--- src/rtl/pipeline_pkg.sv ---
// Shared pipeline constants: register file geometry and forward-select encodings.
package pipeline_pkg;

    localparam int unsigned NUM_REGS   = 32;
    localparam int unsigned REG_ADDR_W = 5;

    localparam logic [REG_ADDR_W-1:0] REG_X0 = '0;

    // Forward-select encodings used by the operand-forwarding mux.
    typedef enum logic [1:0] {
        FWD_NONE   = 2'b00,
        FWD_EX_MEM = 2'b01,
        FWD_MEM_WB = 2'b10
    } fwd_sel_e;

endpackage

--- src/rtl/scoreboard_bits.sv ---
// Pending-destination scoreboard for the single in-flight multi-cycle op.
// Owns the pending vector and the in-flight destination register.
module scoreboard_bits
    import pipeline_pkg::*;
#(
    parameter int unsigned NUM_REGS   = pipeline_pkg::NUM_REGS,
    parameter int unsigned REG_ADDR_W = pipeline_pkg::REG_ADDR_W
) (
    input  logic                  clk,
    input  logic                  reset_n,
    input  logic                  mc_done,
    input  logic                  clr_en,
    input  logic                  issue,
    input  logic                  set_en,
    input  logic [REG_ADDR_W-1:0] wr_rd,
    input  logic [REG_ADDR_W-1:0] rs1,
    input  logic [REG_ADDR_W-1:0] rs2,
    input  logic [REG_ADDR_W-1:0] rd,
    output logic [NUM_REGS-1:0]   pending,
    output logic [NUM_REGS-1:0]   eff,
    output logic                  rs1_pend,
    output logic                  rs2_pend,
    output logic                  rd_pend
);

    localparam logic [NUM_REGS-1:0] ONE = {{(NUM_REGS-1){1'b0}}, 1'b1};

    logic [NUM_REGS-1:0]   pending_q, pending_d;
    logic [NUM_REGS-1:0]   release_mask;
    logic [REG_ADDR_W-1:0] mc_rd_q;

    // A completing op's register is already on the MEM/WB path this cycle.
    assign release_mask = mc_done ? (ONE << mc_rd_q) : '0;
    assign eff          = pending_q & ~release_mask;

    assign rs1_pend = eff[rs1];
    assign rs2_pend = eff[rs2];
    assign rd_pend  = eff[rd];
    assign pending  = pending_q;

    // Next pending vector: clear first so a same-register set wins; x0 never tracked.
    always_comb begin
        pending_d = pending_q;
        if (clr_en) begin
            pending_d[mc_rd_q] = 1'b0;
        end
        if (set_en) begin
            pending_d[wr_rd] = 1'b1;
        end
        pending_d[0] = 1'b0;
    end

    // Scoreboard state.
    always_ff @(posedge clk or negedge reset_n) begin
        if (!reset_n) begin
            pending_q <= '0;
            mc_rd_q   <= '0;
        end else begin
            pending_q <= pending_d;
            if (issue) begin
                mc_rd_q <= wr_rd;
            end
        end
    end

endmodule

--- src/rtl/hazard_scoreboard.sv ---
// ID-stage hazard unit: load-use and multi-cycle RAW/WAW/structural stall generation.
// Remaining dependencies are left to the EX/MEM and MEM/WB forwarding paths.
module hazard_scoreboard
    import pipeline_pkg::*;
#(
    parameter int unsigned NUM_REGS   = pipeline_pkg::NUM_REGS,
    parameter int unsigned REG_ADDR_W = pipeline_pkg::REG_ADDR_W,
    parameter int unsigned CNT_W      = 32
) (
    input  logic                  clk,
    input  logic                  reset_n,
    input  logic                  id_valid,
    input  logic [REG_ADDR_W-1:0] id_rs1,
    input  logic [REG_ADDR_W-1:0] id_rs2,
    input  logic                  id_use_rs1,
    input  logic                  id_use_rs2,
    input  logic [REG_ADDR_W-1:0] id_rd,
    input  logic                  id_reg_write,
    input  logic                  id_is_mc,
    input  logic                  ex_mem_read,
    input  logic [REG_ADDR_W-1:0] ex_rd,
    input  logic                  ex_flush,
    input  logic                  mc_done,
    output logic                  stall,
    output logic                  pc_write,
    output logic                  if_id_write,
    output logic                  id_ex_bubble,
    output logic                  mc_issue,
    output logic                  mc_busy,
    output logic [NUM_REGS-1:0]   pending,
    output logic [CNT_W-1:0]      stall_count
);

    localparam logic [REG_ADDR_W-1:0] X0 = REG_ADDR_W'(REG_X0);

    logic                mc_busy_q;
    logic [CNT_W-1:0]    stall_count_q;
    logic [NUM_REGS-1:0] eff;
    logic                rs1_pend, rs2_pend, rd_pend;
    logic                load_use, sb_raw, sb_waw, mc_struct, issue;
    logic                mc_clr, rd_set;

    assign mc_clr = mc_done & mc_busy_q;
    assign rd_set = mc_issue & id_reg_write & (id_rd != X0);

    scoreboard_bits #(
        .NUM_REGS  (NUM_REGS),
        .REG_ADDR_W(REG_ADDR_W)
    ) u_bits (
        .clk     (clk),
        .reset_n (reset_n),
        .mc_done (mc_done),
        .clr_en  (mc_clr),
        .issue   (mc_issue),
        .set_en  (rd_set),
        .wr_rd   (id_rd),
        .rs1     (id_rs1),
        .rs2     (id_rs2),
        .rd      (id_rd),
        .pending (pending),
        .eff     (eff),
        .rs1_pend(rs1_pend),
        .rs2_pend(rs2_pend),
        .rd_pend (rd_pend)
    );

    // Hazard detection and stall/issue decode; a flush overrides any stall.
    always_comb begin
        load_use  = ex_mem_read & (ex_rd != X0) &
                    ((id_use_rs1 & (id_rs1 == ex_rd)) | (id_use_rs2 & (id_rs2 == ex_rd)));
        sb_raw    = (id_use_rs1 & rs1_pend) | (id_use_rs2 & rs2_pend);
        sb_waw    = id_reg_write & (id_rd != X0) & rd_pend;
        mc_struct = id_is_mc & mc_busy_q & ~mc_done;
        stall     = id_valid & ~ex_flush & (load_use | sb_raw | sb_waw | mc_struct);
        issue     = id_valid & ~ex_flush & ~stall;
        mc_issue  = issue & id_is_mc;
    end

    assign pc_write     = ~stall;
    assign if_id_write  = ~stall;
    assign id_ex_bubble = stall;
    assign mc_busy      = mc_busy_q;
    assign stall_count  = stall_count_q;

    // Busy flag (issue wins over completion) and wrapping stall counter.
    always_ff @(posedge clk or negedge reset_n) begin
        if (!reset_n) begin
            mc_busy_q     <= 1'b0;
            stall_count_q <= '0;
        end else begin
            if (mc_issue) begin
                mc_busy_q <= 1'b1;
            end else if (mc_clr) begin
                mc_busy_q <= 1'b0;
            end
            if (stall) begin
                stall_count_q <= stall_count_q + CNT_W'(1);
            end
        end
    end

endmodule

--- config.mk ---
export PLATFORM = sky130hd
export DESIGN_NAME = hazard_scoreboard
export DESIGN_NICKNAME = d
export VERILOG_FILES = /design/src/rtl/pipeline_pkg.sv /design/src/rtl/scoreboard_bits.sv /design/src/rtl/hazard_scoreboard.sv
export SDC_FILE = /design/constraint.sdc
export NUM_CORES = 1
export LEC_CHECK = 0
export ABC_AREA = 1
export BUFFER_PORTS_ARGS = -buffer_cell sky130_fd_sc_hd__buf_2
export CORE_UTILIZATION = 45
export DETAILED_ROUTE_END_ITERATION = 10
export PLACE_DENSITY = 0.72
export SKIP_LAST_GASP = 1
export SYNTH_ARGS = -nofsm -noshare
export SYNTH_HDL_FRONTEND = slang
export SYNTH_SLANG_ARGS = --single-unit
--- constraint.sdc ---
create_clock -name clk -period 11.3 [get_ports clk]
set_clock_uncertainty 0.2 [all_clocks]
set_input_delay 2.825 -clock clk [delete_from_list [all_inputs] [get_ports clk]]
set_output_delay 2.825 -clock clk [all_outputs]
set_load 0.02 [all_outputs]
==> metrics <==
vias per cell=around 5.8; critical path class=in2out; Buf/Inv on CP=6; Least-Margin Pin Slew=about 1100 ps; CP required=about 8300 ps; Worst EP arrival=between 5000 and 6000 ps; endpoints failing setup=0; Initial Utilization=a little under half; crit path cell chain=buf_2 -> nor2_2 -> inv_1 -> o21ai_0 -> inv_1 -> nand3_1 -> nor2_1 -> nor2_1 -> nand3_1 -> nand2_1 -> buf_4 -> inv_2 -> buf_2; run status=finished clean; Async SR Flop Fraction=100%; Peak VDD IR=~0.000063 V; Clock Sinks=69; CP top delay family=buffers and inverters; hpwl dp=roughly 13,000 µm; Num CTS Buffers=9; Pwr Density=between 100 and 150 nW/µm²; multi-input logic area=3190 µm²; Synth Cell Area=5330 µm²; DRT Pass-1 Iters=8; Final period util=about four fifths; Syn Nets=870; via count=approximately 6,100; Post-CTS Resized=0; nets=between 900 and 1,000; FF+latch area=around 1700 µm²; ANT nets after route=0; Routability Congestion=~0.97; Crit Path Max Fanout=40; Filler cells=between 1,000 and 1,500; core area=11,500 µm²; later-pin clock latency in the skew report=around 330 ps; Overall Power=797 µW; # Max-Cap Violations=0; die area=around 12,000 µm²; Fin. Hold Viols=0; Post-Synthesis Cells=approximately 840; root buf cell=clkbuf_16; CTS clock-pin slew for the worst setup and hold paths=60 ps; Setup TNS=0 ps; CTS tree=built; Worst path slowest cell=inv_1; DR WL/cell=16.8 µm; Rel. slew slack=between 20% and 30%; register bit count reported by yosys=around 70; port bufs=slightly below 100; top_reg_cell synth=dfrtp_1; Seq/Total Area, Yosys=roughly a third; crit start category=primary input; Post-Syn Area per Cell=6.35 µm²; largest stage delay on the critical path=about 440 ps; Max Buffers Root-to-Sink=2; Layout Area Growth over Synthesis=13.5%; GRT Overall Usage=approximately 29%; layout cell share with drive strength beyond 1=13.4%; DRC Markers=0; global route overflow=0; crit path time final=slightly below 9000 ps; Post-CTS Hold Buffers=0; max-slew violation count=0; Yosys Warn Count=0; Post-synth EDFFs=0; antenna violations before repair=2; I/O pin cnt=100; Leakage=approximately 3.0 nW; vias in the first global route=around 5,700; Netlist cell types=27; largest net degree at the start of global routing=70; DRT iter0 DRCs=around 640; setup bufs post-CTS=0; htree depth=3; Die H=between 100 and 150 µm; first-pass GRT wire length=between 20,000 and 30,000 µm; unrepaired setup endpoints after global routing=false; Rows=39; Max Clk Rate=between 0.1 and 0.15 GHz; drt total wl=roughly 18,000 µm; Die X=111 µm; Worst Setup End Kind=output port; HP Class=reg2reg
[cells in the final DEF, fill, tap and decap left out]
| cell | synthesis | layout |
|---|---|---|
| buf_2 | 14 | 98 |
| xor2_1 | 19 | 19 |
| clkinv_2 | 0 | 2 |
| nor3_1 | 16 | 16 |
| clkbuf_16 | 0 | 9 |
| inv_1 | 44 | 44 |
| inv_2 | 5 | 5 |
| nor4_1 | 8 | 8 |
| clkinvlp_4 | 0 | 1 |
| diode_2 | 0 | 1 |
| o22ai_1 | 3 | 3 |
| conb_1 | 1 | 1 |
| nand2_1 | 273 | 273 |
| o21ai_0 | 18 | 18 |
| nor2_1 | 78 | 78 |
| o21ai_1 | 3 | 3 |
| a21oi_1 | 11 | 11 |
| xnor2_1 | 13 | 13 |
| nand4_1 | 17 | 17 |
| buf_4 | 4 | 3 |
| nor2_2 | 4 | 4 |
| ha_1 | 1 | 1 |
| nor3b_1 | 1 | 1 |
| a221oi_1 | 4 | 4 |
| nand3_1 | 183 | 183 |
| dfrtp_1 | 69 | 69 |
| clkinv_1 | 3 | 3 |
| o31ai_1 | 24 | 24 |
[state kept, by name (all words and copies together) (netlist names)]
name	flops
mc_busy	1
stall_count	32
u_bits.mc_rd_q	5
u_bits.pending	31
[area by class of cell]
| type | count | share of cell area, % |
|---|---|---|
| Inverter | 52 | 3.23 |
| Clock buffer | 9 | 3.72 |
| Clock inverter | 3 | 0.289 |
| Tap cell | 143 | 2.96 |
| Timing Repair Buffer | 101 | 8.48 |
| Multi-Input combinational cell | 677 | 52.8 |
| Sequential cell | 69 | 28.5 |
| Antenna cell | 1 | 0.0413 |
[power by group]
| group | switching (mW) | internal (mW) |
|---|---|---|
| Combinational | 0.172 | 0.0634 |
| Clock | 0.101 | 0.142 |
| Sequential | 0.0469 | 0.272 |
| Total | 0.320 | 0.478 |
[final timing paths]
check / startpoint / to / slack (ps) / cells after the start
setup / recovery: id_rd[0] / stall / 2460 / 13
hold / removal: stall_count[31]$_DFFE_PN0P_ / stall_count[31]$_DFFE_PN0P_ / 330 / 2
setup reg to reg: u_bits.mc_rd_q[3]$_DFFE_PN0P_ / stall_count[1]$_DFFE_PN0P_ / 7790 / 17
hold reg to reg: stall_count[31]$_DFFE_PN0P_ / stall_count[31]$_DFFE_PN0P_ / 330 / 2
max in group asynchronous: reset_n / stall_count[16]$_DFFE_PN0P_ / 7820 / 2
min in group asynchronous: reset_n / u_bits.pending[23]$_DFF_PN0_ / 2480 / 2
[cells in the mapped netlist (5+ instances only)]
cell | n | share of area (%)
inv_1 | 44 | 3.1
a21oi_1 | 11 | 1.0
nor2_1 | 78 | 5.5
nor4_1 | 8 | 0.94
clkbuf_1 | 12 | 0.84
buf_2 | 14 | 1.3
buf_1 | 7 | 0.49
nand2_1 | 273 | 19
inv_2 | 5 | 0.35
dfrtp_1 | 69 | 32
o31ai_1 | 24 | 3.4
nand3_1 | 183 | 17
o21ai_0 | 18 | 1.7
xnor2_1 | 13 | 2.1
xor2_1 | 19 | 3.1
nor3_1 | 16 | 1.5
nand4_1 | 17 | 2.0
[kinds of logic after synthesis]
group	synth area share, %
AOI/OAI and AO/OA	7.39
xor gates and xnor gates	5.26
buffers and inverters	7.72
adders and majority gates	0.235
other	0.0703
and+or+nand+nor	46.9
DFF	32.4
[metrics by stage]
| stage | cell area [µm²] | instances | hold slack [ps] | util [%] | setup slack [ps] |
|---|---|---|---|---|---|
| 2_1_floorplan | 5330 | 839 | 406 | - | 3680 |
| 3_3_place_gp | 5810 | 1042 | 321 | 50.6 | 2640 |
| 3_5_place_dp | 5810 | 1042 | 328 | 50.6 | 2520 |
| 4_1_cts | 6050 | 1054 | 341 | 52.8 | 2520 |
| 5_1_grt | 6050 | 1054 | 360 | 52.8 | 2170 |
| 6_report | 6050 | 1055 | 335 | 52.8 | 2460 |
[routing by layer]
| metal | wire [µm] | up-vias | GRT usage (%) |
|---|---|---|---|
| li1 | - | 2940 | - |
| met1 | 7450 | 2769 | 39.8 |
| met2 | 8000 | 365 | 45.0 |
| met3 | 1770 | 47 | 6.23 |
| met4 | 447 | 2 | 11.3 |
| met5 | 13 | - | 0 |
[worst register-to-register path: cells and delay by family, from the launching register on]
kind / cells / cell delay (ps)
buffers and inverters: 2 / 660
flip-flops: 1 / 490
AND/OR/NAND/NOR: 15 / 2020
Power figures use the tool's default switching activity.
